--- src/rtl/countdown_pkg.sv ---
// rtl/countdown_pkg.sv - shared state encoding, digit width and load saturation helper
package countdown_pkg;

  localparam int DIGIT_W = 4;

  typedef enum logic [1:0] {
    IDLE    = 2'd0,
    RUNNING = 2'd1,
    PAUSED  = 2'd2,
    EXPIRED = 2'd3
  } state_t;

  // Clamp an out-of-range digit value to the largest legal value for its modulus.
  function automatic logic [DIGIT_W-1:0] sat_digit(input logic [DIGIT_W-1:0] v,
                                                    input logic [DIGIT_W-1:0] m);
    return (v >= m) ? m - 4'd1 : v;
  endfunction

endpackage

--- src/rtl/countdown_digit.sv ---
// rtl/countdown_digit.sv - one modulo-N down-counting digit with load and borrow-out
module countdown_digit
  import countdown_pkg::*;
#(
  parameter int MODULO = 10
) (
  input  logic               CLK,
  input  logic               CLR,
  input  logic               LD,
  input  logic [DIGIT_W-1:0] D,
  input  logic               DEC,
  output logic [DIGIT_W-1:0] Q,
  output logic               BORROW
);

  localparam logic [DIGIT_W-1:0] TOP = DIGIT_W'(MODULO - 1);

  always_ff @(posedge CLK) begin
    if (CLR) begin
      Q <= '0;
    end else if (LD) begin
      Q <= D;
    end else if (DEC) begin
      Q <= (Q == '0) ? TOP : Q - 4'd1;
    end
  end

  // A digit at zero passes the decrement on to the next digit up.
  assign BORROW = (Q == '0);

endmodule

--- src/rtl/countdown_timer.sv ---
// rtl/countdown_timer.sv - cascaded-digit countdown timer FSM; COUNTDOWN_AUTO_RELOAD_EN enables periodic reload
module countdown_timer
  import countdown_pkg::*;
#(
  parameter int                     DIGITS  = 4,
  parameter logic [4*DIGITS-1:0]    MOD_VEC = 16'h6A6A
) (
  input  logic                CLK,
  input  logic                CLR,
  input  logic                CE,
  input  logic                LOAD,
  input  logic [4*DIGITS-1:0] LOAD_VAL,
  input  logic                START,
  input  logic                STOP,
  output logic [4*DIGITS-1:0] Q,
  output logic                RUN,
  output logic                ZERO,
  output logic                DONE,
  output logic                CEO
);

  state_t                state;
  logic [4*DIGITS-1:0]   sat_val;
  logic [4*DIGITS-1:0]   d_val;
  logic [DIGITS-1:0]     dec;
  logic [DIGITS-1:0]     borrow;
  logic                  is_one;
  logic                  count_en;
  logic                  tick;
  logic                  reload_fire;
  logic                  zero_expire;
  logic                  digit_ld;

  assign ZERO     = &borrow;
  assign is_one   = (Q == (4*DIGITS)'(1));
  assign RUN      = (state == RUNNING);
  assign CEO      = CE & RUN & ZERO;
  // CE only counts when no higher-priority input is present this cycle.
  assign count_en = CE & RUN & ~STOP & ~LOAD & ~CLR;
  assign tick     = count_en & ~ZERO;

`ifdef COUNTDOWN_AUTO_RELOAD_EN
  logic [4*DIGITS-1:0] reload_q;

  always_ff @(posedge CLK) begin
    if (CLR) begin
      reload_q <= '0;
    end else if (LOAD) begin
      reload_q <= sat_val;
    end
  end

  assign reload_fire = count_en & ZERO & (reload_q != '0);
  assign zero_expire = count_en & ZERO & (reload_q == '0);
  assign d_val       = LOAD ? sat_val : reload_q;
`else
  assign reload_fire = 1'b0;
  assign zero_expire = 1'b0;
  assign d_val       = sat_val;
`endif

  assign digit_ld = LOAD | reload_fire;

  genvar i;
  generate
    for (i = 0; i < DIGITS; i++) begin : g_digit
      localparam logic [DIGIT_W-1:0] MODI = MOD_VEC[4*i +: 4];

      assign sat_val[4*i +: 4] = sat_digit(LOAD_VAL[4*i +: 4], MODI);

      if (i == 0) begin : g_first
        assign dec[i] = tick;
      end else begin : g_rest
        assign dec[i] = dec[i-1] & borrow[i-1];
      end

      countdown_digit #(.MODULO(int'(MODI))) u_digit (
        .CLK    (CLK),
        .CLR    (CLR),
        .LD     (digit_ld),
        .D      (d_val[4*i +: 4]),
        .DEC    (dec[i]),
        .Q      (Q[4*i +: 4]),
        .BORROW (borrow[i])
      );
    end
  endgenerate

  always_ff @(posedge CLK) begin
    if (CLR) begin
      state <= IDLE;
      DONE  <= 1'b0;
    end else if (LOAD) begin
      state <= IDLE;
      DONE  <= 1'b0;
    end else begin
      DONE <= 1'b0;
      if (STOP) begin
        if (state == RUNNING) state <= PAUSED;
      end else if (START && (state == IDLE || state == PAUSED) && !ZERO) begin
        state <= RUNNING;
      end else if (tick && is_one) begin
        DONE <= 1'b1;
`ifndef COUNTDOWN_AUTO_RELOAD_EN
        state <= EXPIRED;
`endif
      end else if (zero_expire) begin
        state <= EXPIRED;
      end
    end
  end

endmodule
--- config.mk ---
export PLATFORM = sky130hd
export DESIGN_NAME = countdown_timer
export DESIGN_NICKNAME = d
export VERILOG_FILES = /design/src/rtl/countdown_pkg.sv /design/src/rtl/countdown_digit.sv /design/src/rtl/countdown_timer.sv
export SDC_FILE = /design/constraint.sdc
export NUM_CORES = 1
export LEC_CHECK = 0
export CAP_MARGIN = 10
export CORE_AREA = 2 2 78 50
export DETAILED_ROUTE_END_ITERATION = 10
export DIE_AREA = 0 0 80 52
export PLACE_DENSITY_LB_ADDON = 0.25
export SYNTH_ARGS = -nofsm -noshare
export SYNTH_HDL_FRONTEND = slang
export SYNTH_HIERARCHICAL = 1
export SYNTH_SLANG_ARGS = --single-unit
export TNS_END_PERCENT = 1
--- constraint.sdc ---
create_clock -name CLK -period 4.6 [get_ports CLK]
set_input_delay 0.92 -clock CLK [delete_from_list [all_inputs] [get_ports CLK]]
set_output_delay 0.92 -clock CLK [all_outputs]
set_load 0.01 [all_outputs]
; ---- Word level (Yosys, flattened, before mapping)
; Cells that the tools add are included.
[totals]
output_inout_bits = 20
register_bits = 19
wordCells = 71
mem_count = 0
latchBits = 0
romBits = 0
ram_bits = 0
[op_classes]
bitwise_logic = 13
addsub = 4
n_mul = 0
muxes = 21
shift = 0
n_eq_ne = 4
reduce_logical = 19
order_cmp = 4
div_mod_pow = 0
[ops]
columns = op, count
row1 = 4-bit 2-to-1 mux, 16
row2 = 16-bit by 1-bit equality test with 1-bit output (second input constant), 1
row3 = 4-bit logical NOT, 4
row4 = 4-bit by 1-bit subtractor with 4-bit output (second input constant), 4
row5 = 1-bit bitwise AND, 9
row6 = 4-bit by 3-bit greater-or-equal comparator with 1-bit output (second input constant), 2
row7 = 4-bit greater-or-equal comparator (second input constant), 2
row8 = 2-bit 2-to-1 mux, 4
row9 = 2-bit nonzero test, 4
row10 = 1-bit inverter, 4
row11 = 4-bit AND reduction, 1
row12 = 4-bit OR reduction, 1
row13 = 1-bit logical AND, 3
row14 = 3-bit nonzero test, 1
row15 = 2-bit by 1-bit equality test with 1-bit output (second input constant), 1
row16 = 2-bit equality test (second input constant), 1
row17 = 2-bit logical NOT, 1
row18 = 2-bit by 1-bit inequality test with 1-bit output (second input constant), 1
row19 = 2-bit AND reduction, 1
row20 = 2-bit OR reduction, 1
row21 = 1-bit logical NOT, 1
row22 = 1-bit logical OR, 1
row23 = 1-bit 2-to-1 mux, 1

; ---- Logic depth before layout (Yosys ltp)
[logic_depth]
depth_word = 11
depth_mapped = 8

; ---- Modules after synthesis
; Netlist, hierarchy kept.
[modules_own_cells]
columns = module, instances, area_each_um2, seq_area_each_um2, cells_per_inst
row1 = countdown_digit at g_digit[0].u_digit ..., 2, 209.0, 80.1, 24
row2 = countdown_digit at g_digit[1].u_digit ..., 2, 202.7, 80.1, 23
row3 = countdown_timer, 1, 327.8, 60.1, 46

; ---- Worst setup path after synthesis
; OpenSTA, ideal clock, no wires.
[synth_timing]
path_kind = input to register
start = in STOP
end = reg g_digit[2].u_digit.Q[2]
setup_time_ns = 0.091
path_buffers = 0
required_time_ns = 4.509
path_slack_ns = 2.061
t_arrival_ns = 2.448
stages = 7
path_cell_list = a41oi_2 nand4_2 inv_1 and3_1 nand2b_4 or4b_1 a311oi_1
[synth_via]
elab_chain_len = 8
[synth_rtl]
columns = element, line
row1 = start: declaration, countdown_timer.sv:14  ; input logic STOP,
row2 = 1-bit inverter, countdown_timer.sv:39  ; assign count_en = CE & RUN & ~STOP & ~LOAD & ~CLR;
row3 = 1-bit bitwise AND (3 in series), countdown_timer.sv:39
row4 = 1-bit bitwise AND, countdown_timer.sv:40  ; assign tick = count_en & ~ZERO;
row5 = named net dec[0], countdown_timer.sv:25  ; logic [DIGITS-1:0] dec;
row6 = 1-bit bitwise AND (2 in series), countdown_timer.sv:74  ; assign dec[i] = dec[i-1] & borrow[i-1];
row7 = named net dec[2], countdown_timer.sv:25
row8 = 2-bit nonzero test (no source line), n/a
row9 = end signal: assignment, countdown_digit.sv:24  ; Q <= (Q == '0) ? TOP : Q - 4'd1;
row10 = end: declaration, countdown_digit.sv:12  ; output logic [DIGIT_W-1:0] Q,
; The timed path passes the listed nets, and every way through them passes these cells.
; A chain may end at the register's enable or synchronous reset.

; ---- Worst setup path after layout
[layout_timing]
start = in CLR
end = reg g_digit[2].u_digit.Q[2]
[layout_via]
elab_chain_len = 6
[layout_rtl]
columns = element, line
row1 = start: declaration, countdown_timer.sv:9  ; input logic CLR,
row2 = 1-bit inverter, countdown_timer.sv:39
row3 = 1-bit bitwise AND, countdown_timer.sv:39
row4 = 1-bit bitwise AND, countdown_timer.sv:40
row5 = named net dec[0], countdown_timer.sv:25
row6 = 1-bit bitwise AND (2 in series), countdown_timer.sv:74
row7 = named net dec[2], countdown_timer.sv:25
row8 = 2-bit nonzero test (no source line), n/a
; The timed path passes the listed nets, and every way through them passes these cells.

==> reports/qor.csv <==
metric;value;unit
outcome;complete, no violations;
largest net degree at the start of global routing;23;
final WL;2910;um
TritonCTS clock tree;built;
DRC;0;
worst clock skew;2.43;ps
switching power;109;uW
clock power share;29.4;%
Avg WL per Cell;12.5;um
worst endpoint required time;4760;ps
post-synth top area cell;dfxtp_1;
Leak;0.000658;uW
cell area after synthesis;1150;um2
initial antenna violation count;0;
switch share;27.5;%
most used flip-flop cell after synthesis;dfxtp_1;
Worst-path clk slew;70;ps
Worst Max-Slew Pin Slew;737;ps
1st-iter DRT viols;31;
grt total ovfl;0;
Post-CTS Hold Fix Bufs;0;
synthesis-to-layout area growth;45.0;%
CP Data Arrival Time;3480;ps
register area share after synthesis;33.0;%
row cnt;17;
DR vias;1167;
Post-synth ARST share;0;%
count leader, synth;dfxtp_1;
Setup CP Type;in2reg;
Max Fanout on Critical Path;18;
I/O pins;42;
first-pass GRT wire length;4690;um
Storage cell area;380;um2
part of the power in registers;47.9;%
root buffer cell;clkbuf_8;
RSZ-0062 raised after global routing;no;
Reg2Reg Setup Slack;2110;ps
FF-to-FF End;g_digit[2].u_digit/Q[2];
Port Buffers;41;
Synth Warn #;6;
Starting Density;33.0;%
Post-layout nets;208;
diodes inserted;0;
fill count;355;
Hold EP;g_digit[1].u_digit/Q[3];
period utilization;72.2;%
Final Max Tran Viols;0;
Max IR drop VDD;0.119;mV
number of global-route vias before repair;1026;
Clock Path Buffers;2;
TritonCTS buffer count;3;
postcts setup bufs;0;
P_int;288;uW
Placed Cells;228;
GPL Wtd Cong;0.781;
Die W;80;um
die height;52;um
Worst Hold Class;reg2reg;
ANT nets after route;0;
FF+latch count, synth;19;
worst skew pair latency;260;ps
Die Area;4160;um2
post_cts resized;0;
CTS sink cnt;19;
worst r2r src;g_digit[0].u_digit/Q[1];
Syn Inst Count;140;
Post-synth EDFFs;0;
Layout Cells excl Fill;232;
number of setup violations in the final report;0;
Hold Path Origin;g_digit[1].u_digit/Q[3];
share of the synthesized area in the top cell type;33.0;%
average size of a mapped cell;8.22;um2
multi-input logic area;714;um2
min cycle time layout;3320;ps
Worst Setup Start Kind;input port;
R2R depth;8;
max frequency;0.301;GHz
PwrDens;238;nW/um2
top cells by count, synth;dfxtp_1, inv_1, nor2_1, a21oi_1, nand2_1;
top post-synthesis cells by area;dfxtp_1, a21oi_1, nand2b_4, inv_1, nor4_1;
gr usage total;14.4;%
hold depth;2;
setup TNS;0;ps
max-cap violations;0;
share of cells above drive strength 1;9.73;%
core area;3490;um2
Initial DRT Pass Iterations;4;
count of cell types in the netlist;37;
post-DP HPWL;2140;um
Vias/cell;5.03;
Comb power frac;22.7;%
H-Tree Depth;1;
Hold Fails Final Rpt;0;
CP Capture Type;flop;
Slew headroom;50.4;%
## metrics by stage
| step | setup slack [ps] | power [uW] | hold WS (ps) | util [%] | cell area (um2) |
|---|---|---|---|---|---|
| final | 1280 | 397 | 565 | 47.8 | 1670 |
| after global routing | 1080 | 420 | 614 | 47.8 | 1670 |
| after CTS | 1300 | 404 | 565 | 47.8 | 1670 |
| after detailed placement | 1030 | 284 | 555 | 46.6 | 1620 |
| after global placement | 1120 | 283 | 542 | 46.6 | 1620 |
| after floorplan | 2060 | 231 | 518 | - | 1150 |
## registers in the layout, indices dropped and copies added (netlist names)
signal,flops
g_digit.u_digit/Q,16
state,2
DONE,1
## area by class of cell
class | instances | share of cell area [%]
Timing Repair Buffer | 42 | 25.0
Clock buffer | 4 | 2.70
Tap cell | 47 | 3.52
Sequential cell | 19 | 22.8
Inverter | 14 | 3.15
Multi-Input combinational cell | 106 | 42.8
## how the worst max path moves through the flow
| stage | from | to | slack, ps | cells past startpoint |
|---|---|---|---|---|
| 2_1_floorplan | STOP | g_digit[2].u_digit/Q[2] | 2060 | 7 |
| 3_3_place_gp | CLR | g_digit[2].u_digit/Q[2] | 1120 | 8 |
| 3_5_place_dp | CLR | g_digit[2].u_digit/Q[2] | 1030 | 8 |
| 4_1_cts | CLR | g_digit[2].u_digit/Q[2] | 1300 | 8 |
| 5_1_grt | CLR | g_digit[2].u_digit/Q[2] | 1080 | 8 |
| 6_report | CLR | g_digit[2].u_digit/Q[2] | 1280 | 8 |
## logic make-up (layout without fill, tap and decap cells)
group           after synthesis  in the layout  synth area share (%)
other cells                   1              2                 0.326
simple gates                 62             62                  33.4
buf+inv                      16             60                  5.22
compound gates               38             38                  25.0
flops                        19             19                  33.0
xor+xnor                      4              4                  3.04
## cell usage in the layout (no fill, tap or decap), drive strengths merged
master,n
or2,2
a41oi,1
nor2b,4
and3,2
nand4,3
nand3,1
o31a,2
a21o,1
or4b,2
a221oi,6
a211o,2
o21ai,6
nand2,11
a21oi,11
or3,4
dfxtp,19
o221a,1
buf,1
nor2,13
nor4b,1
and3b,1
and2b,1
inv,14
conb,2
o31ai,2
xor2,4
o311ai,2
nor4,8
and2,1
clkbuf,4
nand2b,6
clkdlybuf4s50,41
a311oi,4
or4,2
## worst max-delay path: stages
cell             delay (ps)
clkdlybuf4s50_1         760
nor2_1                  310
nand4_2                 160
inv_1                   190
and3_1                  260
nand2b_4                 90
or4b_1                  500
a311oi_1                270
## layer usage
metal	wire, um	global-route usage, %	part of all wire (%)	vias up
met5	0	0	0	-
met4	18	3.39	0.62	0
met3	174	4.69	6.0	4
met2	1200	20.6	41	27
met1	1520	20.7	52	530
li1	-	-	-	606
## power groups by stage
stage	logic [uW]	clock network, uW	registers, uW
after global routing	99.6	128	192
after CTS	91.1	123	190
after detailed placement	90.4	0	194
after global placement	89.6	0	193
after floorplan	36.7	0	194
final	90.3	117	190
No activity file was read; power rests on OpenSTA's default activity.
